[src/rtl/align_pp_lanes_pipe_if.sv]
// Beat bus for the partial-product alignment stage: upstream beat in, aligned beat out.
// Carries no state and adds no latency.
// Flow control is valid/ready on both sides.
interface align_pp_lanes_pipe_if #(
  parameter int LANES   = 4,
  parameter int PP_W    = 3,
  parameter int EXP_W   = 6,
  parameter int ALIGN_W = 14,
  parameter int QF_W    = 5
);
  logic                         i_valid;
  logic                         o_ready;
  logic [LANES*(PP_W+1)-1:0]    i_pp;
  logic [LANES*EXP_W-1:0]       i_exp;
  logic [EXP_W-1:0]             i_max_exp;
  logic [QF_W-1:0]              i_Q_frac;
  logic                         o_valid;
  logic                         i_ready;
  logic [LANES*(ALIGN_W+1)-1:0] o_align_pp;
  logic [LANES-1:0]             o_sticky;
  logic [LANES-1:0]             o_exp_err;
  logic [EXP_W-1:0]             o_max_exp;
  logic [QF_W-1:0]              o_Q_frac;

  // Block side.
  modport slave (
    input  i_valid, i_pp, i_exp, i_max_exp, i_Q_frac, i_ready,
    output o_ready, o_valid, o_align_pp, o_sticky, o_exp_err, o_max_exp, o_Q_frac
  );

  // Upstream/downstream side.
  modport master (
    output i_valid, i_pp, i_exp, i_max_exp, i_Q_frac, i_ready,
    input  o_ready, o_valid, o_align_pp, o_sticky, o_exp_err, o_max_exp, o_Q_frac
  );
endinterface

[src/rtl/align_pp_lanes_pipe.sv]
// Per-lane right-shift of sign-magnitude partial products to the shared max exponent, sticky collection, two's-complement conversion.
// Latency 2 cycles accept->o_valid, 1 beat/cycle.
// Backpressure: o_ready = ~s1_valid | ~s2_valid | i_ready; outputs hold while o_valid & ~i_ready.
module align_pp_lanes_pipe #(
  parameter int LANES   = 4,
  parameter int PP_W    = 3,
  parameter int EXP_W   = 6,
  parameter int ALIGN_W = 14,
  parameter int QF_W    = 5
) (
  input  logic                 i_clk,
  input  logic                 i_rst,
  align_pp_lanes_pipe_if.slave bus
);
  localparam int SH = ALIGN_W - PP_W;
  localparam int OW = ALIGN_W + 1;

  // Stage 1 state: unsigned shifted magnitude plus sign per lane.
  logic                              r_s1_valid;
  logic [LANES-1:0][ALIGN_W-1:0]     r_s1_shift;
  logic [LANES-1:0]                  r_s1_sign;
  logic [LANES-1:0]                  r_s1_sticky;
  logic [LANES-1:0]                  r_s1_err;
  logic [EXP_W-1:0]                  r_s1_max_exp;
  logic [QF_W-1:0]                   r_s1_qf;

  // Stage 2 state: two's-complement result per lane.
  logic                              r_s2_valid;
  logic [LANES-1:0][OW-1:0]          r_s2_align;
  logic [LANES-1:0]                  r_s2_sticky;
  logic [LANES-1:0]                  r_s2_err;
  logic [EXP_W-1:0]                  r_s2_max_exp;
  logic [QF_W-1:0]                   r_s2_qf;

  logic                              w_adv2;
  logic                              w_acc;
  logic                              w_load2;

  logic [LANES-1:0][PP_W-1:0]        w_mag;
  logic [LANES-1:0]                  w_sign;
  logic [LANES-1:0][EXP_W-1:0]       w_d;
  logic [LANES-1:0]                  w_b;
  logic [LANES-1:0][ALIGN_W-1:0]     w_full;
  logic [LANES-1:0][ALIGN_W-1:0]     w_shift;
  logic [LANES-1:0]                  w_sticky;
  logic [LANES-1:0]                  w_err;
  logic [LANES-1:0][OW-1:0]          w_tc;

  // Stage 2 frees up when empty or drained this cycle; stage 1 frees up when empty or moving on.
  assign w_adv2      = ~r_s2_valid | bus.i_ready;
  assign bus.o_ready = ~r_s1_valid | w_adv2;
  assign w_acc       = bus.i_valid & bus.o_ready;
  assign w_load2     = w_adv2 & r_s1_valid;

  // Stage 1 combinational: exponent difference, alignment shift and sticky per lane.
  always_comb begin
    w_mag    = '0;
    w_sign   = '0;
    w_d      = '0;
    w_b      = '0;
    w_full   = '0;
    w_shift  = '0;
    w_sticky = '0;
    w_err    = '0;
    for (int l = 0; l < LANES; l++) begin
      w_mag[l]  = bus.i_pp[l*(PP_W+1) +: PP_W];
      w_sign[l] = bus.i_pp[l*(PP_W+1) + PP_W];
      {w_b[l], w_d[l]} = {1'b0, bus.i_max_exp} - {1'b0, bus.i_exp[l*EXP_W +: EXP_W]};
      w_full[l] = {w_mag[l], {SH{1'b0}}};
      if (w_b[l]) begin
        // Lane exponent above the beat maximum: flag it and contribute nothing.
        w_err[l] = 1'b1;
      end else if (int'(w_d[l]) < ALIGN_W) begin
        w_shift[l] = w_full[l] >> w_d[l];
        for (int k = 0; k < ALIGN_W; k++) begin
          if (k < int'(w_d[l])) w_sticky[l] = w_sticky[l] | w_full[l][k];
        end
      end else begin
        // Everything shifts out; only the sticky survives.
        w_sticky[l] = |w_mag[l];
      end
    end
  end

  // Stage 2 combinational: sign-magnitude to two's complement; negative zero wraps to 0.
  always_comb begin
    w_tc = '0;
    for (int l = 0; l < LANES; l++) begin
      w_tc[l] = r_s1_sign[l] ? (~{1'b0, r_s1_shift[l]}) + OW'(1) : {1'b0, r_s1_shift[l]};
    end
  end

  // Stage 1 registers: valid follows any advance, data loads only on an accepted beat.
  always_ff @(posedge i_clk) begin
    if (i_rst) begin
      r_s1_valid   <= 1'b0;
      r_s1_shift   <= '0;
      r_s1_sign    <= '0;
      r_s1_sticky  <= '0;
      r_s1_err     <= '0;
      r_s1_max_exp <= '0;
      r_s1_qf      <= '0;
    end else begin
      if (bus.o_ready) r_s1_valid <= bus.i_valid;
      if (w_acc) begin
        r_s1_shift   <= w_shift;
        r_s1_sign    <= w_sign;
        r_s1_sticky  <= w_sticky;
        r_s1_err     <= w_err;
        r_s1_max_exp <= bus.i_max_exp;
        r_s1_qf      <= bus.i_Q_frac;
      end
    end
  end

  // Stage 2 registers: hold while stalled so outputs stay stable.
  always_ff @(posedge i_clk) begin
    if (i_rst) begin
      r_s2_valid   <= 1'b0;
      r_s2_align   <= '0;
      r_s2_sticky  <= '0;
      r_s2_err     <= '0;
      r_s2_max_exp <= '0;
      r_s2_qf      <= '0;
    end else begin
      if (w_adv2) r_s2_valid <= r_s1_valid;
      if (w_load2) begin
        r_s2_align   <= w_tc;
        r_s2_sticky  <= r_s1_sticky;
        r_s2_err     <= r_s1_err;
        r_s2_max_exp <= r_s1_max_exp;
        r_s2_qf      <= r_s1_qf;
      end
    end
  end

  assign bus.o_valid    = r_s2_valid;
  assign bus.o_align_pp = r_s2_align;
  assign bus.o_sticky   = r_s2_sticky;
  assign bus.o_exp_err  = r_s2_err;
  assign bus.o_max_exp  = r_s2_max_exp;
  assign bus.o_Q_frac   = r_s2_qf;
endmodule

[src/flat_wrapper.sv]
// flat-port wrapper written by rule: the top's interface ports become plain ports
module align_pp_lanes_pipe_flat 
#(
  parameter int LANES   = 4,
  parameter int PP_W    = 3,
  parameter int EXP_W   = 6,
  parameter int ALIGN_W = 14,
  parameter int QF_W    = 5
)
  (i_clk, i_rst, bus_i_valid, bus_i_pp, bus_i_exp, bus_i_max_exp, bus_i_Q_frac, bus_i_ready, bus_o_ready, bus_o_valid, bus_o_align_pp, bus_o_sticky, bus_o_exp_err, bus_o_max_exp, bus_o_Q_frac);
  align_pp_lanes_pipe_if #(.LANES(LANES), .PP_W(PP_W), .EXP_W(EXP_W), .ALIGN_W(ALIGN_W), .QF_W(QF_W)) bus_i ();
  input  logic i_clk;
  input  logic i_rst;
  input wire logic [$bits(bus_i.i_valid)-1:0] bus_i_valid;
  input wire logic [$bits(bus_i.i_pp)-1:0] bus_i_pp;
  input wire logic [$bits(bus_i.i_exp)-1:0] bus_i_exp;
  input wire logic [$bits(bus_i.i_max_exp)-1:0] bus_i_max_exp;
  input wire logic [$bits(bus_i.i_Q_frac)-1:0] bus_i_Q_frac;
  input wire logic [$bits(bus_i.i_ready)-1:0] bus_i_ready;
  output wire logic [$bits(bus_i.o_ready)-1:0] bus_o_ready;
  output wire logic [$bits(bus_i.o_valid)-1:0] bus_o_valid;
  output wire logic [$bits(bus_i.o_align_pp)-1:0] bus_o_align_pp;
  output wire logic [$bits(bus_i.o_sticky)-1:0] bus_o_sticky;
  output wire logic [$bits(bus_i.o_exp_err)-1:0] bus_o_exp_err;
  output wire logic [$bits(bus_i.o_max_exp)-1:0] bus_o_max_exp;
  output wire logic [$bits(bus_i.o_Q_frac)-1:0] bus_o_Q_frac;
  assign bus_i.i_valid = bus_i_valid;
  assign bus_i.i_pp = bus_i_pp;
  assign bus_i.i_exp = bus_i_exp;
  assign bus_i.i_max_exp = bus_i_max_exp;
  assign bus_i.i_Q_frac = bus_i_Q_frac;
  assign bus_i.i_ready = bus_i_ready;
  assign bus_o_ready = bus_i.o_ready;
  assign bus_o_valid = bus_i.o_valid;
  assign bus_o_align_pp = bus_i.o_align_pp;
  assign bus_o_sticky = bus_i.o_sticky;
  assign bus_o_exp_err = bus_i.o_exp_err;
  assign bus_o_max_exp = bus_i.o_max_exp;
  assign bus_o_Q_frac = bus_i.o_Q_frac;
  align_pp_lanes_pipe #(.LANES(LANES), .PP_W(PP_W), .EXP_W(EXP_W), .ALIGN_W(ALIGN_W), .QF_W(QF_W)) u_core (.i_clk(i_clk), .i_rst(i_rst), .bus(bus_i));
endmodule
[config.mk]
export PLATFORM = sky130hd
export DESIGN_NAME = align_pp_lanes_pipe_flat
export DESIGN_NICKNAME = d
export VERILOG_FILES = /design/src/rtl/align_pp_lanes_pipe_if.sv /design/src/rtl/align_pp_lanes_pipe.sv /design/src/flat_wrapper.sv
export SDC_FILE = /design/constraint.sdc
export NUM_CORES = 1
export LEC_CHECK = 0
export CORE_MARGIN = 3
export CORE_UTILIZATION = 50
export CTS_CLUSTER_SIZE = 30
export DETAILED_ROUTE_END_ITERATION = 16
export PLACE_DENSITY = 0.81
export SLEW_MARGIN = 20
export SYNTH_ARGS = -nofsm -noshare
export SYNTH_HDL_FRONTEND = slang
export SYNTH_SLANG_ARGS = --single-unit
[constraint.sdc]
create_clock -name i_clk -period 3.4 [get_ports i_clk]
set_input_delay 0.68 -clock i_clk [delete_from_list [all_inputs] [get_ports i_clk]]
set_output_delay 0.68 -clock i_clk [all_outputs]
set_load 0.01 [all_outputs]
==> impl_metrics.json, run 1 <==
{
  "ir_drop_mv": 0.395,
  "drt_iter0_drc": 654,
  "gp_congestion": 0.956,
  "fmax_mhz": 314,
  "grt_max_degree": 61,
  "grt-ovfl-total": 0,
  "outcome": "completed",
  "synth_top_area_share_pct": 37.5,
  "setup_violations": 0,
  "finalPower_mw": 4.96,
  "drc": 0,
  "power_density_nw_per_um2": 452,
  "dpl.hpwl_mm": 16.6,
  "core_area_sq_um": 16600,
  "syn-num-nets": 1154,
  "clockRootBuffer": "clkbuf_16",
  "tightestPinTransition_ns": 0.823,
  "synth_async_sr_flop_share_pct": 0,
  "fillers": 1389,
  "slew_headroom_pct": 44.4,
  "die_h_microns": 137,
  "fin_crit_ns": 3.18,
  "synthCells": 1067,
  "hold_violations": 0,
  "io_pins": 136,
  "cts_tree": "built",
  "wirelength_mm": 23.2,
  "cts_buffers": 17,
  "start_kind": "input port",
  "yosysSeqAreaShare_pct": 37.5,
  "antenna_found_initial": 1,
  "io_buffers": 135,
  "report.final.slew_viol_count": 0,
  "worstSetupPathType": "in -> reg",
  "fin_skew_ns": 0.0119,
  "avgSynthCellArea_sq_um": 8.00,
  "ys_ff_latch": 160,
  "wl_per_cell_microns": 16.1,
  "postRouteAntennaNets": 0,
  "synth.area.top_cells": "dfxtp_1 (38%), nand2_1 (7.3%), a21oi_1 (5.7%)",
  "cts_sinks": 160,
  "clock_latency_ns": 0.44,
  "grt_usage_pct": 24.9,
  "ctsResizeCount": 0,
  "fin_util_pct": 65.9,
  "min_path_type": "reg -> reg",
  "dr.pass1.iters": 5,
  "die_area_sq_um": 18700,
  "end_kind": "register",
  "synth_edf_count": 0,
  "crit_arrival_ns": 3.56,
  "grt_pass1_vias": 7525,
  "path_clk_slew_ns": 0.06,
  "synth.distinct_cells": 67,
  "setup_tns_ns": 0,
  "cap_violations": 0,
  "initial_core_util_pct": 51.3,
  "crit_path_max_fanout": 5,
  "fin_nets": 1296,
  "rsz0062_at_grt": "false",
  "worst_ep_required_time_ns": 3.78,
  "placement_rows": 47,
  "via_per_inst": 5.75,
  "htreeDepth": 4,
  "final_layout_size_suffix_gt1_share_pct": 7.86,
  "area_delta_synth_final_pct": 28.6,
  "clock_path_buffers": 2,
  "postCtsSetupRepairBufs": 0,
  "dieWidth_microns": 137,
  "diodes": 0,
  "vias": 8284,
  "hold_buffers": 0,
  "period_share_pct": 93.6,
  "p_leak_nw": 4.18,
  "synth_top_area_cell": "dfxtp_1",
  "synth_ff_type": "dfxtp_1",
  "ys.warnings.count": 0,
  "syn_area_sq_um": 8530,
  "grt_pass1_wl_mm": 37.2
}
metal layers:
| layer | global-route usage, % | wire length [microns] |
|---|---|---|
| met1 | 33.6 | 10600 |
| met2 | 37.8 | 10300 |
| met3 | 7.21 | 1800 |
| met4 | 9.29 | 566 |
| met5 | 0 | 13 |
where the power goes:
group	switching (mW)	total, mW	internal [mW]
Sequential	0.0439	1.98	1.93
Clock	0.791	2.04	1.25
Combinational	0.532	0.944	0.412
Total	1.37	4.96	3.59
cell families after synthesis:
group                    share of synthesized area [%]
adder cells (fa/ha/maj)                           5.04
XOR/XNOR                                          5.75
flip-flops                                        37.5
AND/OR/NAND/NOR                                   21.5
multiplexers                                      2.04
AO/OA/AOI/OAI                                     23.6
buffers and inverters                             4.56
cell usage in the layout (no fill, tap or decap), drive strengths merged, types with 20 or more instances in the layout:
cell type and n:
dfxtp 160, nor3 24, xnor2 20, ha 28
xor2 36, buf 50, nand2 167, nor2 106
clkdlybuf4s50 134, a211oi 41, inv 44, a21oi 97
o21ai 41
Yosys cell counts, types with 8 or more instances:
| library cell | count |
|---|---|
| nand2_1 | 167 |
| dfxtp_1 | 160 |
| nor2_1 | 106 |
| a21oi_1 | 97 |
| clkbuf_1 | 56 |
| a211oi_1 | 41 |
| inv_1 | 41 |
| o21ai_0 | 41 |
| xor2_1 | 36 |
| ha_1 | 28 |
| nor3_1 | 24 |
| xnor2_1 | 20 |
| a32oi_1 | 18 |
| o31ai_1 | 17 |
| nor2b_1 | 16 |
| nand3_1 | 15 |
| mux2i_1 | 14 |
| o41ai_1 | 11 |
| or3_1 | 11 |
| nand4_1 | 10 |
| and3_1 | 8 |
| nand2b_1 | 8 |
| o211ai_1 | 8 |
critical path, stage by stage:
cell	delay, ns
clkdlybuf4s50_1	0.52
inv_1	0.08
ha_1	0.22
fa_1	0.41
or3_1	0.38
o22a_1	0.20
o311a_4	0.35
nor3_1	0.46
a32o_1	0.26
sequential cells by signal, summed over array words and instances (netlist names), 5 cells and up:
| register | flops |
|---|---|
| u_core.bus.o_align_pp | 60 |
| u_core.bus.o_Q_frac | 5 |
| u_core.r_s1_qf | 5 |
| u_core.bus.o_max_exp | 6 |
| u_core.r_s1_shift | 56 |
| u_core.r_s1_max_exp | 6 |
area by class of cell:
class / instances / area [sq um] / area share (%)
multi-input cells: 804 / 4970 / 45.3
flip-flops and latches: 160 / 3200 / 29.2
repair buffers: 184 / 1740 / 15.9
clock buffers: 19 / 443 / 4.04
well taps: 220 / 275 / 2.51
clock inverters: 12 / 181 / 1.65
inverters: 42 / 158 / 1.44
path summary, 6_finish.rpt:
path / startpoint / endpoint / slack (ns) / depth (start not counted)
min reg2reg: u_core.bus.o_align_pp[54] / u_core.bus.o_align_pp[54] / 0.45 / 2
max reg2reg: u_core.r_s1_shift[16] / u_core.bus.o_align_pp[27] / 1.17 / 6
max: bus_i_max_exp[0] / u_core.r_s1_shift[17] / 0.22 / 9
min: u_core.bus.o_align_pp[54] / u_core.bus.o_align_pp[54] / 0.45 / 2
per-stage QoR:
step / cells / area [sq um] / worst slack [ns] / hold WS (ns)
floorplan: 1067 / 8530 / 0.450 / 0.429
global placement: 1410 / 10300 / -0.202 / 0.438
detailed placement: 1410 / 10300 / -0.257 / 0.442
CTS: 1441 / 10900 / 0.190 / 0.451
global route: 1441 / 11000 / 0.0924 / 0.471
finish: 1441 / 11000 / 0.219 / 0.449
Note: power is estimated with default switching activity, not from simulation.
==> run 2, diff against run 1 <==
--- a/config.mk
+++ b/config.mk
@@ -5,7 +5,6 @@
 export SDC_FILE = /design/constraint.sdc
 export NUM_CORES = 1
 export LEC_CHECK = 0
-export CORE_MARGIN = 3
 export CORE_UTILIZATION = 50
 export CTS_CLUSTER_SIZE = 30
 export DETAILED_ROUTE_END_ITERATION = 16
==> impl_metrics.json, run 2 (synthesis results as in run 1) <==
{
  "outcome": "completed",
  "final_common_cell": "nand2_1",
  "fmax_mhz": 313,
  "grt_pass1_vias": 7636,
  "startpoint": "bus_i_max_exp[0]",
  "fin_util_pct": 65.7,
  "tightestPinTransition_ns": 0.847,
  "diodes": 0,
  "dieWidth_microns": 133,
  "cap_violations": 0,
  "cts_tree": "built",
  "worst_ep_required_time_ns": 3.75,
  "fin_crit_ns": 3.20,
  "setup_violations": 0,
  "rr_endpoint": "u_core.bus.o_align_pp[12]",
  "via_per_inst": 5.69,
  "worstSetupPathType": "in -> reg",
  "start_kind": "input port",
  "p_leak_nw": 4.18,
  "antenna_found_initial": 0,
  "wl_per_cell_microns": 15.6,
  "final_area_sq_um": 10900,
  "crit_path_max_fanout": 5,
  "cts_buffers": 17,
  "period_share_pct": 94.0,
  "clock_path_buffers": 2,
  "report.final.slew_viol_count": 0,
  "cp-endpoint": "u_core.r_s1_shift[19]",
  "crit_arrival_ns": 3.55,
  "final_layout_size_suffix_gt1_share_pct": 7.92,
  "p_switching_mw": 1.33,
  "path_clk_slew_ns": 0.06,
  "htreeDepth": 4,
  "min_path_type": "reg -> reg",
  "grt-ovfl-total": 0,
  "vias": 8213,
  "combinationalPowerShare_pct": 19.3,
  "fin_nets": 1298,
  "r2r_start": "u_core.r_s1_shift[0]",
  "clock_latency_ns": 0.43,
  "drc": 0,
  "placed_cell_area_sq_um": 10300,
  "hold_buffers": 0,
  "internal-power_mw": 3.56,
  "fin_skew_ns": 0.00764,
  "finalPower_mw": 4.88,
  "clockRootBuffer": "clkbuf_16",
  "postRouteAntennaNets": 0,
  "drt_iter0_drc": 456,
  "grt_usage_pct": 26.3,
  "initial_core_util_pct": 51.3,
  "slew_headroom_pct": 42.8,
  "dr.pass1.iters": 5,
  "core_area_sq_um": 16600,
  "clock_power_share_pct": 40.3,
  "rsz0062_at_grt": "false",
  "placement_rows": 47,
  "io_buffers": 135,
  "ir_drop_mv": 0.391,
  "layout_common_cells": "nand2_1 (166), dfxtp_1 (160), clkdlybuf4s50_1 (134)",
  "grt_max_degree": 73,
  "dpl.hpwl_mm": 16.2,
  "io_pins": 136,
  "hold_violations": 0,
  "p_seq_share_pct": 40.4,
  "switching_share_pct": 27.2,
  "wirelength_mm": 22.5,
  "gp_congestion": 0.912,
  "die_h_microns": 133,
  "largest_register_ffs": 60,
  "cts_sinks": 160,
  "end_kind": "register",
  "die_area_sq_um": 17600,
  "grt_pass1_wl_mm": 37.2,
  "area_delta_synth_final_pct": 28.1,
  "rrSetupSlack_ns": 1.22,
  "power_density_nw_per_um2": 447,
  "r2r_cells": 7
}
==> run 2: area by class of cell <==
type	count	area, sq um
Multi-Input combinational cell	804	4960
Timing Repair Buffer	186	1730
Tap cell	220	275
Clock buffer	23	478
Clock inverter	9	130
Inverter	42	158
Sequential cell	160	3200
Fill cell	1426	5710
==> run 2: worst min path at each step <==
| stage | startpoint | endpoint | slack (ns) | cells past startpoint |
|---|---|---|---|---|
| 2_1_floorplan | u_core.r_s1_err[0] | u_core.bus.o_exp_err[0] | 0.43 | 2 |
| 3_3_place_gp | u_core.r_s1_qf[4] | u_core.bus.o_Q_frac[4] | 0.44 | 2 |
| 3_5_place_dp | u_core.bus.o_align_pp[43] | u_core.bus.o_align_pp[43] | 0.44 | 2 |
| 4_1_cts | u_core.bus.o_align_pp[43] | u_core.bus.o_align_pp[43] | 0.45 | 2 |
| 5_1_grt | u_core.bus.o_align_pp[43] | u_core.bus.o_align_pp[43] | 0.47 | 2 |
| 6_report | u_core.bus.o_align_pp[43] | u_core.bus.o_align_pp[43] | 0.45 | 2 |
==> run 2: repair_timing <==
action / 4_1_cts / 5_1_grt
buffers inserted: 0 / 0
setup endpoints to repair: 0 / 8
resized for setup: 0 / 2
==> run 2: power by group through the flow <==
stage          Clock, mW  Combinational (mW)  Sequential [mW]
4_1_cts             2.00               0.930             1.97
6_report            1.97               0.942             1.98
5_1_grt             2.08                1.03             1.98
2_1_floorplan          0               0.551             2.02
3_5_place_dp           0               0.922             2.02
3_3_place_gp           0               0.907             2.01
==> run 2: worst max-delay path: stages <==
cell	delay, ns
clkdlybuf4s50_1	0.54
inv_1	0.09
ha_1	0.22
fa_1	0.41
or3_1	0.39
o22a_1	0.20
o311a_4	0.34
or4bb_1	0.51
a31oi_1	0.17
==> run 2: per-stage QoR <==
stage               setup TNS [ns]  setup WS, ns  hold WS [ns]  instances
detailed placement           -2.65        -0.281         0.442       1412
global route                     0      0.000202         0.469       1444
global placement             -1.62        -0.221         0.436       1412
CTS                              0         0.155         0.450       1444
floorplan                        0         0.450         0.429       1067
finish                           0         0.203         0.450       1444
==> run 2: per-layer routing <==
layer	track usage, %	wire length, microns	share of wire [%]	up-vias
met3	6.44	1390	6.2	42
met1	33.8	10300	46	3771
li1	-	-	-	4113
met5	0	0	0	-
met4	11.2	627	2.8	0
met2	41.8	10200	45	287
